--- src/rtl/rn_diag_mac.sv ---
// rn_diag_mac: diagnosis compute stage between the rn_diag_param FIFO
// (16-bit, standard non-FWFT) and the rn_diag_result FIFO (32-bit).
// Each packet is a header, a bias and N weight/input pairs (signed Q8.8).
// The stage computes bias + sum(w*x) in Q16.16, applies an optional ReLU,
// saturates the result to 32 bits and writes one result word per packet.
//
// Ports:
//   iClk            bus_clk
//   iReset          synchronous active-high reset (param pipe open)
//   i16ParamData    param FIFO dout, valid the cycle after oParamRead
//   iParamEmpty     param FIFO empty
//   oParamRead      param FIFO rd_en
//   o32ResultData   result FIFO din, qualified by oResultWrite
//   oResultWrite    result FIFO wr_en
//   iResultFull     result FIFO full
//   oBusy           high while a packet is in progress
//   oMagicErr       sticky bad-header flag, cleared only by reset
//   o16ResultCount  results written since reset (wraps)
module rn_diag_mac #(
  parameter int unsigned ACC_W = 40,
  parameter logic [3:0]  MAGIC = 4'hA
) (
  input  logic        iClk,
  input  logic        iReset,
  input  logic [15:0] i16ParamData,
  input  logic        iParamEmpty,
  output logic        oParamRead,
  output logic [31:0] o32ResultData,
  output logic        oResultWrite,
  input  logic        iResultFull,
  output logic        oBusy,
  output logic        oMagicErr,
  output logic [15:0] o16ResultCount
);

  typedef enum logic [3:0] {
    IDLE,
    HDR_DATA,
    BIAS_FETCH,
    BIAS_DATA,
    W_FETCH,
    W_DATA,
    X_FETCH,
    X_DATA,
    SAT,
    OUT
  } state_t;

  localparam logic [ACC_W-1:0] ACC_MAX = {1'b0, {(ACC_W-1){1'b1}}};
  localparam logic [ACC_W-1:0] ACC_MIN = {1'b1, {(ACC_W-1){1'b0}}};

  state_t           r_state;
  state_t           w_next;

  logic             r_relu;
  logic [10:0]      r_pairs;
  logic [15:0]      r_w;
  logic [ACC_W-1:0] r_acc;
  logic [31:0]      r_res;
  logic             r_magic_err;
  logic [15:0]      r_count;

  logic             w_fetch;
  logic             w_read;
  logic             w_write;
  logic             w_magic_ok;
  logic [31:0]      w_prod;
  logic [ACC_W:0]   w_sum;
  logic [ACC_W-1:0] w_acc_next;
  logic [ACC_W-1:0] w_bias_acc;
  logic [ACC_W-32:0] w_hi;
  logic             w_fits;
  logic [31:0]      w_sat;
  logic [31:0]      w_res;

  // Fetch states issue at most one read; the following x_DATA state consumes it.
  assign w_fetch    = (r_state == IDLE) || (r_state == BIAS_FETCH) ||
                      (r_state == W_FETCH) || (r_state == X_FETCH);
  assign w_read     = w_fetch && !iParamEmpty && !iReset;
  assign w_write    = (r_state == OUT) && !iResultFull && !iReset;
  assign w_magic_ok = (i16ParamData[15:12] == MAGIC);

  // Low 32 bits of the sign-extended product equal the signed 16x16 product.
  assign w_prod = {{16{r_w[15]}}, r_w} * {{16{i16ParamData[15]}}, i16ParamData};

  // Add with one extra bit; on overflow clamp to the accumulator range so the
  // accumulator never wraps and the later 32-bit saturation stays correct.
  assign w_sum      = {r_acc[ACC_W-1], r_acc} + {{(ACC_W-31){w_prod[31]}}, w_prod};
  assign w_acc_next = (w_sum[ACC_W] != w_sum[ACC_W-1]) ?
                      (w_sum[ACC_W] ? ACC_MIN : ACC_MAX) : w_sum[ACC_W-1:0];

  // Q8.8 bias to Q16.16: sign-extend and shift left by 8.
  assign w_bias_acc = {{(ACC_W-24){i16ParamData[15]}}, i16ParamData, 8'h00};

  // Value fits in 32 signed bits when bits [ACC_W-1:31] are all equal.
  assign w_hi   = r_acc[ACC_W-1:31];
  assign w_fits = (&w_hi) || !(|w_hi);
  assign w_sat  = w_fits ? r_acc[31:0] :
                  (r_acc[ACC_W-1] ? 32'h8000_0000 : 32'h7FFF_FFFF);
  assign w_res  = (r_relu && w_sat[31]) ? '0 : w_sat;

  always_comb begin
    w_next = r_state;
    case (r_state)
      IDLE:       if (w_read) w_next = HDR_DATA;
      HDR_DATA:   w_next = w_magic_ok ? BIAS_FETCH : IDLE;
      BIAS_FETCH: if (w_read) w_next = BIAS_DATA;
      BIAS_DATA:  w_next = (r_pairs == '0) ? SAT : W_FETCH;
      W_FETCH:    if (w_read) w_next = W_DATA;
      W_DATA:     w_next = X_FETCH;
      X_FETCH:    if (w_read) w_next = X_DATA;
      X_DATA:     w_next = (r_pairs == 11'd1) ? SAT : W_FETCH;
      SAT:        w_next = OUT;
      OUT:        if (!iResultFull) w_next = IDLE;
      default:    w_next = IDLE;
    endcase
  end

  always_ff @(posedge iClk) begin
    if (iReset) begin
      r_state     <= IDLE;
      r_relu      <= 1'b0;
      r_pairs     <= '0;
      r_w         <= '0;
      r_acc       <= '0;
      r_res       <= '0;
      r_magic_err <= 1'b0;
      r_count     <= '0;
    end else begin
      r_state <= w_next;
      case (r_state)
        HDR_DATA: begin
          if (w_magic_ok) begin
            r_relu  <= i16ParamData[11];
            r_pairs <= i16ParamData[10:0];
          end else begin
            r_magic_err <= 1'b1;
          end
        end
        BIAS_DATA: r_acc <= w_bias_acc;
        W_DATA:    r_w   <= i16ParamData;
        X_DATA: begin
          r_acc   <= w_acc_next;
          r_pairs <= r_pairs - 11'd1;
        end
        SAT:       r_res <= w_res;
        OUT:       if (w_write) r_count <= r_count + 16'd1;
        default: ;
      endcase
    end
  end

  assign oParamRead     = w_read;
  assign oResultWrite   = w_write;
  assign o32ResultData  = r_res;
  assign oBusy          = (r_state != IDLE);
  assign oMagicErr      = r_magic_err;
  assign o16ResultCount = r_count;

endmodule

--- config.mk ---
export PLATFORM = sky130hd
export DESIGN_NAME = rn_diag_mac
export DESIGN_NICKNAME = d
export VERILOG_FILES = /design/src/rtl/rn_diag_mac.sv
export SDC_FILE = /design/constraint.sdc
export NUM_CORES = 1
export LEC_CHECK = 0
export CAP_MARGIN = 25
export CELL_PAD_IN_SITES_DETAIL_PLACEMENT = 1
export CELL_PAD_IN_SITES_GLOBAL_PLACEMENT = 2
export CORE_MARGIN = 2
export CORE_UTILIZATION = 43
export CTS_CLUSTER_SIZE = 16
export DETAILED_ROUTE_END_ITERATION = 12
export PLACE_DENSITY = 0.88
export SYNTH_ARGS = -nofsm -noshare
export SYNTH_HDL_FRONTEND = slang
export SYNTH_SLANG_ARGS = --single-unit
export TNS_END_PERCENT = 5
--- constraint.sdc ---
create_clock -name iClk -period 16.8 [get_ports iClk]
set_clock_uncertainty 0.15 [all_clocks]
set_input_delay 3.36 -clock iClk [delete_from_list [all_inputs] [get_ports iClk]]
set_output_delay 3.36 -clock iClk [all_outputs]
set_load 0.1 [all_outputs]
### Yosys cells after proc, flatten, opt, wreduce, memory -nomap -nowiden

Cells that the tools add are included.

* register bits after elaboration: 121
* latch bits: 0
* RAM bits: 0
* bits in read-only memories: 0
* input port bits: 20
* logic and storage cells: 73
* memories kept: 0

* add/sub/neg operators: 3
* multiply operators: 1
* div/mod/pow operators: 0
* $lt $le $gt $ge: 0
* equality and inequality tests: 18
* shift-type cells: 0
* multiplexer cells: 17
* bitwise logic cells: 1
* reductions and logical operators: 25

Operators by type and width (number)
* 2-to-1 mux 32 bit: 3
* 2-to-1 mux 40 bit: 2
* case mux 40 bit (2 select lines): 1
* adder 40 x 32 -> 41 bit: 1
* case mux 4 bit (10 select lines): 1
* multiplier 16 x 16 -> 32 bit: 1
* 2-to-1 mux 4 bit: 7
* case mux 11 bit (2 select lines): 1
* adder 16 x 1 -> 16 bit, second input constant: 1
* equality test 4 x 3 -> 1 bit, second input constant: 4
* equality test 4 bit, second input constant: 3
* != test 2 bit, second input constant: 6
* equality test 11 x 1 -> 1 bit, second input constant: 1
* logical NOT 11 bit: 1
* 2-to-1 mux 11 bit: 1
* subtractor 11 x 1 -> 11 bit, second input constant: 1
* AND reduction 9 bit: 1
* OR reduction 9 bit: 1
* equality test 4 x 2 -> 1 bit, second input constant: 2
* AND reduction 2 bit: 4
* logical AND 1 bit: 5
* AND reduction 5 bit: 1
* equality test 4 x 1 -> 1 bit, second input constant: 1
* logical NOT 1 bit: 4
* 7 further kinds: 11

### Logic depth before layout (Yosys ltp)

* word-level depth: 8
* gate-level depth with buffers: 26

### Worst setup path after synthesis

No wires, ideal clock.

* path kind: input-to-reg
* start: input i16ParamData[1]
* end: register r_acc[23]
* setup time: 122 ps
* data arrival time: 10020 ps
* required time: 16528 ps
* path slack: 6508 ps
* cell stages on the path: 26
* cell sequence: clkbuf_1 -> clkbuf_1 -> nand2_1 -> inv_1 -> fa_1 -> fa_1 -> inv_1 -> fa_1 -> fa_1 -> inv_1 -> fa_1 -> inv_1 -> fa_1 -> inv_1 -> ha_1 -> buf_2 -> nand4_1 -> nor4_1 -> a21oi_1 -> o21ai_1 -> a21oi_2 -> xor2_2 -> a21oi_4 -> nor2b_1 -> buf_2 -> a221o_1

* longest elaborated chain between the ends: 5
* elaborated cells between the ends (all ways): 6
* those cells by class: add/sub (1); mul (1); eq/ne (1); mux (3)

RTL lines
* start, declared: line 25 `input logic [15:0] i16ParamData,`
* multiplier 16 x 16 -> 32 bit *: line 84 `assign w_prod = {{16{r_w[15]}}, r_w} * {{16{i16ParamData[15]}}, i16ParamData};`
* adder 40 x 32 -> 41 bit *: line 88 `assign w_sum = {r_acc[ACC_W-1], r_acc} + {{(ACC_W-31){w_prod[31]}}, w_prod};`
* 2-to-1 mux 40 bit / != test 1 bit (equally long branches): line 90, 89
* 2-to-1 mux 40 bit *: line 89 `assign w_acc_next = (w_sum[ACC_W] != w_sum[ACC_W-1]) ?`
* case mux 40 bit (2 select lines) *: line 131 `case (r_state)`
* end signal, assigned: line 140 `BIAS_DATA: r_acc <= w_bias_acc;`
* end signal, assigned: line 143 `r_acc <= w_acc_next;`
* end, declared: line 58 `logic [ACC_W-1:0] r_acc;`

Mark *: on every way between the ends. The rest lies on a longest branch, timed or not.
A chain may end at the register's enable or synchronous reset.

### Worst setup path in the final report

* start: input i16ParamData[1]
* end: register r_acc[27]

The elaborated chain is that of the path after synthesis.

==> summary.md <==
| Metric | Value |
|---|---|
| Outcome | `finished, final reports clean` |
| Most frequent cells in the layout | `425 x inv_1, 334 x fa_1, 252 x nand2_1` |
| Remaining Overflow, GRT | `0` |
| Later-pin clock latency in the skew report | `0.43 ns` |
| Vias per cell | `5.396` |
| Ys flop type | `dfxtp_1` |
| Drt pass-1 iters | `6` |
| Die Ht | `206.4 um` |
| Io pins | `72` |
| Nets | `2512` |
| RSZ-0062 raised after global routing | `no` |
| Area grow syn2layout | `10.57%` |
| CP endpoint kind | `flop` |
| Die area | `0.04261 sq mm` |
| Final Setup Violations | `0` |
| Synth area leaders | `fa_1 38%, dfxtp_1 14%, inv_1 9.1%` |
| Cts hold-fix bufs | `0` |
| Crit path max fanout | `19` |
| Die width | `206.4 um` |
| Number of enable flip-flop cells after synthesis | `0` |
| Distinct cells, synth | `65` |
| Hold Path Class | `reg -> reg` |
| PD cells | `40.55 mW/mm^2` |
| Final hold vios | `0` |
| Starting Density | `43.35%` |
| Hold-critical path depth | `2` |
| TNS Setup | `0 ns` |
| ANT nets after route | `0` |
| Initial antenna violation count | `1` |
| Synthesis warning total | `0` |
| Clk root buf | `clkbuf_16` |
| Largest net degree at the start of global routing | `70` |
| Max frequency | `0.08760 GHz` |
| TritonCTS buffer count | `17` |
| IO buf count | `71` |
| H-Tree Level Count | `4` |
| Synth async-reset ratio | `0%` |
| Row count | `74` |
| Share of the synthesized area in the top cell type | `37.95%` |
| Most common cell after layout, fill and taps aside | `inv_1` |
| Leakage Power | `9.374 nW` |
| CORE AREA | `0.04065 sq mm` |
| Setup bufs post-CTS | `0` |
| Number of DRC markers in iteration 0 | `760` |
| Period utilization | `67.95%` |
| CTS tree | `yes` |
| Yosys reg bits | `121` |
| Syn nets | `2494` |
| Tot GR Track Use | `26.91%` |
| Startpoint Class | `input port` |
| Share of layout cells above drive strength 1 | `3.415%` |
| Crit path required time | `17.01 ns` |
| CTS resizes | `0` |
| Relative slew margins | `30.82%` |
| Via count | `13937` |
| First-pass GRT wire length | `87.11 mm` |
| Post-synth top area cell | `fa_1` |
| Sequential-to-total area share from yosys stat | `13.75%` |
| Final Wtd Congestion | `0.8730` |
| DRC | `0` |
| WL/cell | `20.93 um` |
| Max cap viols | `0` |
| Vias in the first global route | `15810` |
| Max VDD drop | `0.00007224 V` |
| Final Util | `47.93%` |
| Clk buf depth | `2` |
| Slew @ Worst Pin | `1.034 ns` |
| Dpl hpwl | `42.97 mm` |
| Syn_area_per_cell | `8.727 sq um` |
| Worst r2r path cells | `22` |
| Fin. max-slew vios | `0` |
| Post-Route WL | `54.05 mm` |
| Total clock sinks | `121` |
| Clock period minus worst slack | `11.42 ns` |
| CTS clk-pin slew, worst paths | `0.06 ns` |
| Mapped Cells | `2019` |
| Post-synthesis cell area | `0.01762 sq mm` |
| Crit Path Class | `in -> reg` |
| Data arrival time of the worst path | `11.62 ns` |
[synth_stat cells, types with 2 or more instances]
| cell type | n |
|---|---|
| ha_1 | 121 |
| a221oi_1 | 2 |
| and3_1 | 3 |
| buf_1 | 4 |
| nor3_1 | 17 |
| o211ai_1 | 10 |
| mux2i_1 | 3 |
| a222oi_1 | 2 |
| a211oi_1 | 26 |
| nor2_1 | 105 |
| nand4b_1 | 2 |
| a22oi_1 | 12 |
| a221o_1 | 11 |
| xor2_1 | 20 |
| nor4_1 | 8 |
| inv_1 | 425 |
| and4_1 | 2 |
| a21oi_1 | 102 |
| nand3_1 | 11 |
| a311oi_1 | 2 |
| dfxtp_1 | 121 |
| nand2b_1 | 8 |
| fa_1 | 334 |
| or3_1 | 7 |
| xnor2_1 | 33 |
| nand4_1 | 22 |
| nand2_1 | 252 |
| o21bai_1 | 10 |
| a31oi_1 | 8 |
| buf_2 | 9 |
| a21o_1 | 15 |
| or4_1 | 4 |
| nor3_2 | 2 |
| o21a_1 | 4 |
| o22ai_1 | 2 |
| o32ai_1 | 4 |
| o21ai_1 | 8 |
| clkbuf_1 | 84 |
| o21ai_0 | 63 |
| and2_1 | 116 |
[per-layer routing]
| metal | wire length [um] | GRT usage (%) | up-vias |
|---|---|---|---|
| met5 | 0 | 0 | - |
| met4 | 1596 | 8.138 | 0 |
| met3 | 1825 | 2.681 | 98 |
| met2 | 28230 | 48.83 | 306 |
| met1 | 22400 | 33.64 | 7265 |
| li1 | - | - | 6268 |
[metrics by stage]
stage               power (mW)  instance area (sq um)  cells  worst slack (ns)  hold WS, ns
floorplan               0.3464                  17620   2019             6.508       0.2841
global placement        0.3770                  18820   2550             5.247       0.2919
detailed placement      0.3800                  18820   2550             4.986       0.2995
CTS                     0.7944                  19480   2582             5.382       0.3107
global route            0.8155                  19480   2583             4.856       0.3195
finish                  0.7900                  19480   2583             5.384       0.3069
[cell type report]
| type | count | area [sq um] |
|---|---|---|
| Fill cell | 4770 | 21160 |
| Multi-Input combinational cell | 1374 | 13230 |
| Sequential cell | 121 | 2422 |
| Inverter | 426 | 1599 |
| Timing Repair Buffer | 97 | 903.4 |
| Tap cell | 532 | 665.6 |
| Clock buffer | 19 | 442.9 |
| Clock inverter | 13 | 217.7 |
| Antenna cell | 1 | 2.502 |
[path summary, 6_finish.rpt]
check	to	slack [ns]	startpoint
worst max register to register	r_acc[27]	8.24	r_w[15]
worst max-delay path	r_acc[27]	5.38	i16ParamData[1]
worst min-delay path	o32ResultData[25]	0.31	o32ResultData[25]
worst min register to register	o32ResultData[25]	0.31	o32ResultData[25]
[flip-flops by register name, summed over array words and instances (netlist names)]
signal,flops
o16ResultCount,16
o32ResultData,32
oMagicErr,1
r_acc,40
r_pairs,11
r_relu,1
r_state,4
r_w,16
[where the power goes]
part,switching [mW],internal [mW]
logic,0.0587,0.0271
registers,0.000581,0.287
clock network,0.147,0.269
total,0.207,0.583
[cell families (layout without fill, tap and decap cells)]
kind of cell / count (synthesis) / after routing / share of synthesized area, %
simple gates: 563 / 563 / 14.88
buf+inv: 524 / 555 / 11.25
fa+ha+maj: 455 / 455 / 46.54
compound gates: 298 / 298 / 10.60
flops: 121 / 121 / 13.75
xor+xnor: 55 / 55 / 2.819
mux: 3 / 3 / 0.1704
other cells: 0 / 1 / 0
[worst max-delay path, stage by stage]
cell and delay, ns:
clkdlybuf4s50_1 0.45, buf_4 0.28, nand2_1 0.19, inv_1 0.15, fa_1 0.54, fa_1 0.52, inv_1 0.35, fa_1 0.62
fa_1 0.77, inv_1 0.19, fa_1 0.54, inv_1 0.07, fa_1 0.48, inv_1 0.04, ha_1 0.42, nand4_1 0.26
nor4_1 0.50, a21oi_1 0.13, o21ai_1 0.11, a21oi_2 0.07, xor2_2 0.21, a21oi_4 0.51, nor2b_1 0.61, a221o_1 0.25
No activity file was read; power rests on OpenSTA's default activity.
